--- src/rtl/router_pkt_tx.sv ---
// router_pkt_tx: packet source for one router input port.
// Buffers payload bytes, then sends header {len,dest}, the payload and an
// even-XOR parity byte, stalling while the router is busy. Afterwards it
// watches the router error flag for a short window and keeps saturating
// packet and error counters.
module router_pkt_tx #(
  parameter int MAX_LEN      = 63,
  parameter int BUSY_TIMEOUT = 1023,
  parameter int ERR_WAIT     = 4,
  parameter int CNT_W        = 8
) (
  input  logic             clk,
  input  logic             rst,
  input  logic [7:0]       i_pl_data,
  input  logic             i_pl_valid,
  output logic             o_pl_ready,
  input  logic             i_start,
  input  logic [1:0]       i_dest,
  output logic             o_tx_ready,
  input  logic             i_busy,
  input  logic             i_err,
  output logic             o_pkt_valid,
  output logic [7:0]       o_data_out,
  output logic             o_tx_done,
  output logic             o_tx_reject,
  output logic             o_tx_abort,
  output logic [CNT_W-1:0] o_pkt_cnt,
  output logic [CNT_W-1:0] o_err_cnt
);

  typedef enum logic [2:0] {S_IDLE, S_HDR, S_PLD, S_PAR, S_EWAIT} state_t;

  localparam int BW = $clog2(BUSY_TIMEOUT + 1);
  localparam int EW = $clog2(ERR_WAIT + 1);
  localparam logic [5:0]       LEN_MAX = 6'(MAX_LEN);
  localparam logic [BW-1:0]    TO_LAST = BW'(BUSY_TIMEOUT - 1);
  localparam logic [EW-1:0]    EW_LAST = EW'(ERR_WAIT - 1);
  localparam logic [CNT_W-1:0] CNT_MAX = {CNT_W{1'b1}};

  state_t           r_state, w_state;
  logic [7:0]       r_buf [MAX_LEN];
  logic [5:0]       r_count, w_count;
  logic [5:0]       r_rptr, w_rptr;
  logic [5:0]       r_len, w_len;
  logic [7:0]       r_parity, w_parity;
  logic             r_pkt_valid, w_pkt_valid;
  logic [7:0]       r_data_out, w_data_out;
  logic             r_tx_done, w_tx_done;
  logic             r_tx_reject, w_tx_reject;
  logic             r_tx_abort, w_tx_abort;
  logic [CNT_W-1:0] r_pkt_cnt, w_pkt_cnt;
  logic [CNT_W-1:0] r_err_cnt, w_err_cnt;
  logic [BW-1:0]    r_bcnt, w_bcnt;
  logic [EW-1:0]    r_ecnt, w_ecnt;
  logic             r_err_flag, w_err_flag;

  logic             w_send_st;
  logic             w_accept;
  logic             w_busy_to;
  logic             w_write;
  logic [7:0]       w_rd_byte;

  // Buffer may accept only while idle, not launching, not full, and out of reset.
  assign o_pl_ready = (r_state == S_IDLE) & ~i_start & (r_count < LEN_MAX) & rst;
  assign o_tx_ready = (r_state == S_IDLE);
  assign w_write    = i_pl_valid & o_pl_ready;
  assign w_send_st  = (r_state == S_HDR) | (r_state == S_PLD) | (r_state == S_PAR);
  assign w_accept   = w_send_st & ~i_busy;
  assign w_busy_to  = w_send_st & i_busy & (r_bcnt == TO_LAST);
  assign w_rd_byte  = r_buf[r_rptr];

  assign o_pkt_valid = r_pkt_valid;
  assign o_data_out  = r_data_out;
  assign o_tx_done   = r_tx_done;
  assign o_tx_reject = r_tx_reject;
  assign o_tx_abort  = r_tx_abort;
  assign o_pkt_cnt   = r_pkt_cnt;
  assign o_err_cnt   = r_err_cnt;

  // Payload buffer write port, filled in arrival order at the current count.
  always_ff @(posedge clk) begin
    if (w_write) begin
      r_buf[r_count] <= i_pl_data;
    end
  end

  // Next-state and next-output logic for the transmit FSM.
  always_comb begin
    w_state     = r_state;
    w_count     = r_count;
    w_rptr      = r_rptr;
    w_len       = r_len;
    w_parity    = r_parity;
    w_pkt_valid = r_pkt_valid;
    w_data_out  = r_data_out;
    w_tx_done   = 1'b0;
    w_tx_reject = 1'b0;
    w_tx_abort  = 1'b0;
    w_pkt_cnt   = r_pkt_cnt;
    w_err_cnt   = r_err_cnt;
    w_ecnt      = r_ecnt;
    w_err_flag  = r_err_flag;
    // Consecutive busy cycles are only meaningful while a byte is offered.
    if (w_send_st && i_busy) begin
      w_bcnt = r_bcnt + 1'b1;
    end else begin
      w_bcnt = '0;
    end

    if (w_busy_to) begin
      // Router stuck busy: give up on this packet without touching counters.
      w_state     = S_IDLE;
      w_pkt_valid = 1'b0;
      w_data_out  = 8'h00;
      w_tx_abort  = 1'b1;
      w_count     = 6'd0;
      w_bcnt      = '0;
    end else begin
      case (r_state)
        S_IDLE: begin
          if (i_start) begin
            if ((r_count == 6'd0) || (i_dest == 2'd3)) begin
              w_tx_reject = 1'b1;
            end else begin
              w_state     = S_HDR;
              w_data_out  = {r_count, i_dest};
              w_parity    = {r_count, i_dest};
              w_pkt_valid = 1'b1;
              w_len       = r_count;
              w_rptr      = 6'd0;
            end
          end else if (w_write) begin
            w_count = r_count + 6'd1;
          end else begin
            w_count = r_count;
          end
        end
        S_HDR, S_PLD: begin
          if (!w_accept) begin
            w_state = r_state;
          end else if ((r_state == S_HDR) || (r_rptr < r_len)) begin
            // Parity already includes every byte placed on data_out.
            w_state    = S_PLD;
            w_data_out = w_rd_byte;
            w_parity   = r_parity ^ w_rd_byte;
            w_rptr     = r_rptr + 6'd1;
          end else begin
            w_state     = S_PAR;
            w_pkt_valid = 1'b0;
            w_data_out  = r_parity;
          end
        end
        S_PAR: begin
          if (w_accept) begin
            w_state    = S_EWAIT;
            w_data_out = 8'h00;
            w_ecnt     = '0;
            w_err_flag = 1'b0;
          end else begin
            w_state = S_PAR;
          end
        end
        S_EWAIT: begin
          if (r_ecnt == EW_LAST) begin
            w_state   = S_IDLE;
            w_tx_done = 1'b1;
            w_count   = 6'd0;
            if (r_pkt_cnt != CNT_MAX) begin
              w_pkt_cnt = r_pkt_cnt + 1'b1;
            end else begin
              w_pkt_cnt = r_pkt_cnt;
            end
            if ((r_err_flag | i_err) && (r_err_cnt != CNT_MAX)) begin
              w_err_cnt = r_err_cnt + 1'b1;
            end else begin
              w_err_cnt = r_err_cnt;
            end
          end else begin
            w_ecnt     = r_ecnt + 1'b1;
            w_err_flag = r_err_flag | i_err;
          end
        end
        default: begin
          w_state = S_IDLE;
        end
      endcase
    end
  end

  // State and output registers with synchronous active-low reset.
  always_ff @(posedge clk) begin
    if (!rst) begin
      r_state     <= S_IDLE;
      r_count     <= 6'd0;
      r_rptr      <= 6'd0;
      r_len       <= 6'd0;
      r_parity    <= 8'h00;
      r_pkt_valid <= 1'b0;
      r_data_out  <= 8'h00;
      r_tx_done   <= 1'b0;
      r_tx_reject <= 1'b0;
      r_tx_abort  <= 1'b0;
      r_pkt_cnt   <= '0;
      r_err_cnt   <= '0;
      r_bcnt      <= '0;
      r_ecnt      <= '0;
      r_err_flag  <= 1'b0;
    end else begin
      r_state     <= w_state;
      r_count     <= w_count;
      r_rptr      <= w_rptr;
      r_len       <= w_len;
      r_parity    <= w_parity;
      r_pkt_valid <= w_pkt_valid;
      r_data_out  <= w_data_out;
      r_tx_done   <= w_tx_done;
      r_tx_reject <= w_tx_reject;
      r_tx_abort  <= w_tx_abort;
      r_pkt_cnt   <= w_pkt_cnt;
      r_err_cnt   <= w_err_cnt;
      r_bcnt      <= w_bcnt;
      r_ecnt      <= w_ecnt;
      r_err_flag  <= w_err_flag;
    end
  end

endmodule
--- config.mk ---
export PLATFORM = sky130hd
export DESIGN_NAME = router_pkt_tx
export DESIGN_NICKNAME = d
export VERILOG_FILES = /design/src/rtl/router_pkt_tx.sv
export SDC_FILE = /design/constraint.sdc
export NUM_CORES = 1
export LEC_CHECK = 0
export ABC_AREA = 0
export BUFFER_PORTS_ARGS = -buffer_cell sky130_fd_sc_hd__clkbuf_2
export CAP_MARGIN = 20
export CORE_MARGIN = 5
export CORE_UTILIZATION = 40
export DETAILED_ROUTE_END_ITERATION = 7
export PLACE_DENSITY = 0.53
export SYNTH_ARGS = -nofsm -noshare
export SYNTH_HDL_FRONTEND = slang
export SYNTH_SLANG_ARGS = --single-unit
export TNS_END_PERCENT = 10
--- constraint.sdc ---
create_clock -name clk -period 2.45 [get_ports clk]
set_input_delay 0.3675 -clock clk [delete_from_list [all_inputs] [get_ports clk]]
set_output_delay 0.3675 -clock clk [all_outputs]
set_load 0.02 [all_outputs]
==> summary.md <==
| Metric | Value |
|---|---|
| TritonCTS clock tree | built |
| Drt pass-1 iters | 5 |
| Skew final | 0.0278 ns |
| Via count | approximately 14,000 |
| Synth area leaders | edfxtp_1 64%, dfxtp_1 6.5%, mux2i_1 6.2%, mux4_2 3.7%, nor2_1 2.2% |
| Yosys reg bits | between 500 and 600 |
| First-pass GRT wire length | 88,500 µm |
| GR peak layer | met2 |
| Fmax | between 300 and 400 MHz |
| Post-route setup slack | -0.161 ns |
| Worst R2R Setup Slack | -0.16 ns |
| Mapped Nets | between 1,500 and 2,000 |
| Post-synthesis cell type count | 65 |
| Hold depth | 3 |
| Max-slew headroom | roughly a third |
| Syn. warnings | 0 |
| Met3 usage | about 3.5% |
| Static leakage | approximately 9.3 nW |
| Synthesized cell area | 0.0237 mm² |
| Core region area | 0.0589 mm² |
| Top cell by count, worst path | buf_4 |
| Area leader, netlist | edfxtp_1 |
| H-tree Lvls | 2 |
| Die ar. | between 0.06 and 0.07 mm² |
| Number of synthesized flops with an enable pin | slightly above 500 |
| Area after DPL | ~0.026 mm² |
| CP max-delay cell | nor2_2 |
| Final core occ | 48.7% |
| Top FF cell, synth | edfxtp_1 |
| Post-route cell area | between 0.02 and 0.03 mm² |
| CTS sink count | slightly below 600 |
| Most frequent cells after synthesis | 504 x edfxtp_1, 147 x mux2i_1, 137 x nor2_1 |
| Met1 Track Usage GR | between 20 and 30% |
| Fin nets | 1,749 |
| GR Util All Layers | 18.3% |
| RSZ-0062 raised after global routing | true |
| Max cap viols | 0 |
| Drt total wl | slightly below 60,000 µm |
| GP Congestion | 0.848 |
| Syn Inst Count | 1,474 |
| Chip Height | between 200 and 300 µm |
| Worst Hold End | r_err_flag |
| Final Max Slew Viols | 0 |
| Slew @ Worst Pin | between 0.9 and 1 ns |
| Share of cells above drive strength 1 | about 28% |
| Die width | 253 µm |
| Hold wc startpoint | i_err |
| Setup crit end kind | flop |
| FP Rows | between 80 and 90 |
| Status | complete, but fails checks |
| CTS root buf | clkbuf_16 |
| Setup Crit Path Kind | reg2reg |
| Worst-path maximum fanout | 14 |
| Pin count of the biggest net entering global routing | 64 |
| Remaining global-route overflow | 0 |
| Final worst-path cycle share | 107% |
| Final-report setup violation count | 17 |
| Drt wl/cell | about 23 µm |
| Final Critical Period | 2.61 ns |
| Asr flop ratio synth | 0% |
| Global routing usage on met2 | 28.3% |
| Via/cell ratio | between 5 and 6 |
| TNS Setup | -1.34 ns |
| Initial detailed-routing violation count | approximately 1,000 |
| CP top delay family | compound AO/OA/AOI/OAI gates |
| Crit path required time | 2.96 ns |
| Clk buf depth | 3 |
| Initial antenna violation count | 0 |
| Post-route ant nets | 0 |
| Clock Pin Slew Worst Setup and Hold Paths | roughly 0.060 ns |
| Number of global-route vias before repair | 13,500 |
| IO buf count | 45 |
| PwrDens | a little over 700 mW/mm² |
| FILL cells | ~5,000 |
| Worst VDD drop | ~0.62 mV |
| Drt drc | 0 |
| FF-to-FF End | o_data_out[5] |
| Hold Crit Class | in2reg |
| Yosys top cell area share | a little under two thirds |
| N_diodes | 0 |
| Share of the yosys chip area belonging to registers | a little over two thirds |
| CTS buffer count | 60 |
| Hold Fails Final Rpt | 0 |
| CP Cell Sequence | buf_4, nor2_2, buf_12, a22oi_1, a21oi_1, nor4_2, buf_4, o32ai_4, o21ai_0, o211a_1 |
| Worst R2R Path Depth | 10 |
| Synth Area per Inst | approximately 16 µm² |
| CP arrival | between 3 and 4 ns |
| Worst skew pair latency | ~0.64 ns |
| CP peak stage delay | between 0.4 and 0.5 ns |
| I/O pin count | 46 |
| WP buf/inv | 3 |
| Startpoint types | flop |
| Count leader, synth | edfxtp_1 |
| Post-DP HPWL | between 30,000 and 40,000 µm |
| Starting Density | between 40% and 50% |
| Synth-to-layout area growth | 20.9% |
| Failing checks | setup timing |
==> through the flow <==
stage          power [W]  setup WS, ns  std cells  hold WS, ns
4_1_cts           0.0205        -0.195       2532       0.0113
3_5_place_dp      0.0116        -0.513       2409        0.449
6_report          0.0203        -0.161       2542       0.0344
5_1_grt           0.0210        -0.234       2542       0.0440
2_1_floorplan     0.0112         0.105       1474        0.436
3_3_place_gp      0.0116        -0.500       2409        0.446
==> tightest hold or removal path: cells and delay by family <==
kind	cells	cell delay, ns
simple gates	1	0.10
compound gates	1	0.06
buf+inv	1	0.10
==> cells by family (layout without fill, tap and decap cells) <==
logic type / count (synthesis) / after routing / synth area share, %
multiplexers: 219 / 219 / 12.1
XOR/XNOR: 32 / 32 / 1.18
AND/OR/NAND/NOR: 321 / 321 / 6.38
adder cells (fa/ha/maj): 14 / 14 / 0.739
AO/OA/AOI/OAI: 212 / 212 / 6.32
flip-flops: 581 / 581 / 70.3
buffers and inverters: 95 / 390 / 2.93
==> state kept, by name, indices dropped and copies added (netlist names), 3 cells and up, named ones only <==
name        count
r_bcnt         10
r_parity        8
r_count         6
r_ecnt          3
o_pkt_cnt       8
r_rptr          6
r_len           6
r_state         3
r_buf         504
o_err_cnt       8
o_data_out      8
==> area by class of cell <==
type                            count  area (µm²)  share of cell area (%)
Clock inverter                     39         368                    1.28
Sequential cell                   581       16700                    58.2
Timing Repair Buffer              261        2310                    8.04
Tap cell                          773         967                    3.37
Clock buffer                       73        1550                    5.41
Multi-Input combinational cell    798        6730                    23.5
Inverter                           17        63.8                   0.223
==> cell usage in the layout (no fill, tap or decap), types with 11 or more instances in the layout <==
master	n
a211oi_1	11
a21oi_1	29
a21oi_2	16
a22oi_1	34
a22oi_2	24
buf_12	23
buf_4	175
clkbuf_1	13
clkbuf_16	61
clkbuf_2	44
clkinv_1	16
clkinv_2	13
dfxtp_1	71
edfxtp_1	504
ha_1	13
inv_1	16
mux2_2	23
mux2i_1	140
mux4_2	45
nand2_1	67
nand3_1	28
nor2_1	136
nor2b_1	14
o21ai_0	21
xnor2_1	17
xor2_1	15
==> report_power, final <==
part	internal (W)	leakage (nW)	total (W)	switching (W)
logic	0.000229	3.23	0.000656	0.000427
registers	0.0108	5.15	0.0108	0.0000194
clock network	0.00505	0.937	0.00888	0.00382
==> how the worst max path moves through the flow <==
stage               startpoint       endpoint  slack (ns)  depth (start not counted)
floorplan           r_count[0]    r_parity[0]        0.10                         11
global placement          flop  o_data_out[6]       -0.50                          7
detailed placement        flop  o_data_out[6]       -0.51                          7
CTS                       flop    r_parity[5]       -0.20                         12
global route              flop    r_parity[3]       -0.23                         11
finish                    flop  o_data_out[5]       -0.16                         10
==> metal layers <==
layer | up-vias | wire, µm
li1 | 6243 | -
met1 | 6962 | 27400
met2 | 397 | 27300
met3 | 80 | 3740
met4 | 0 | 1310
met5 | - | 0
==> what timing repair did <==
item | CTS | global route
gates cloned | 3 | 1
setup buffers | 7 | 10
setup endpoints to repair | 18 | 24
hold buffers | 1 | 0
pin swaps | 18 | 16
hold endpoints to repair | 1 | 0
gates resized for setup | 81 | 38
(Power assumes the default switching activity.)
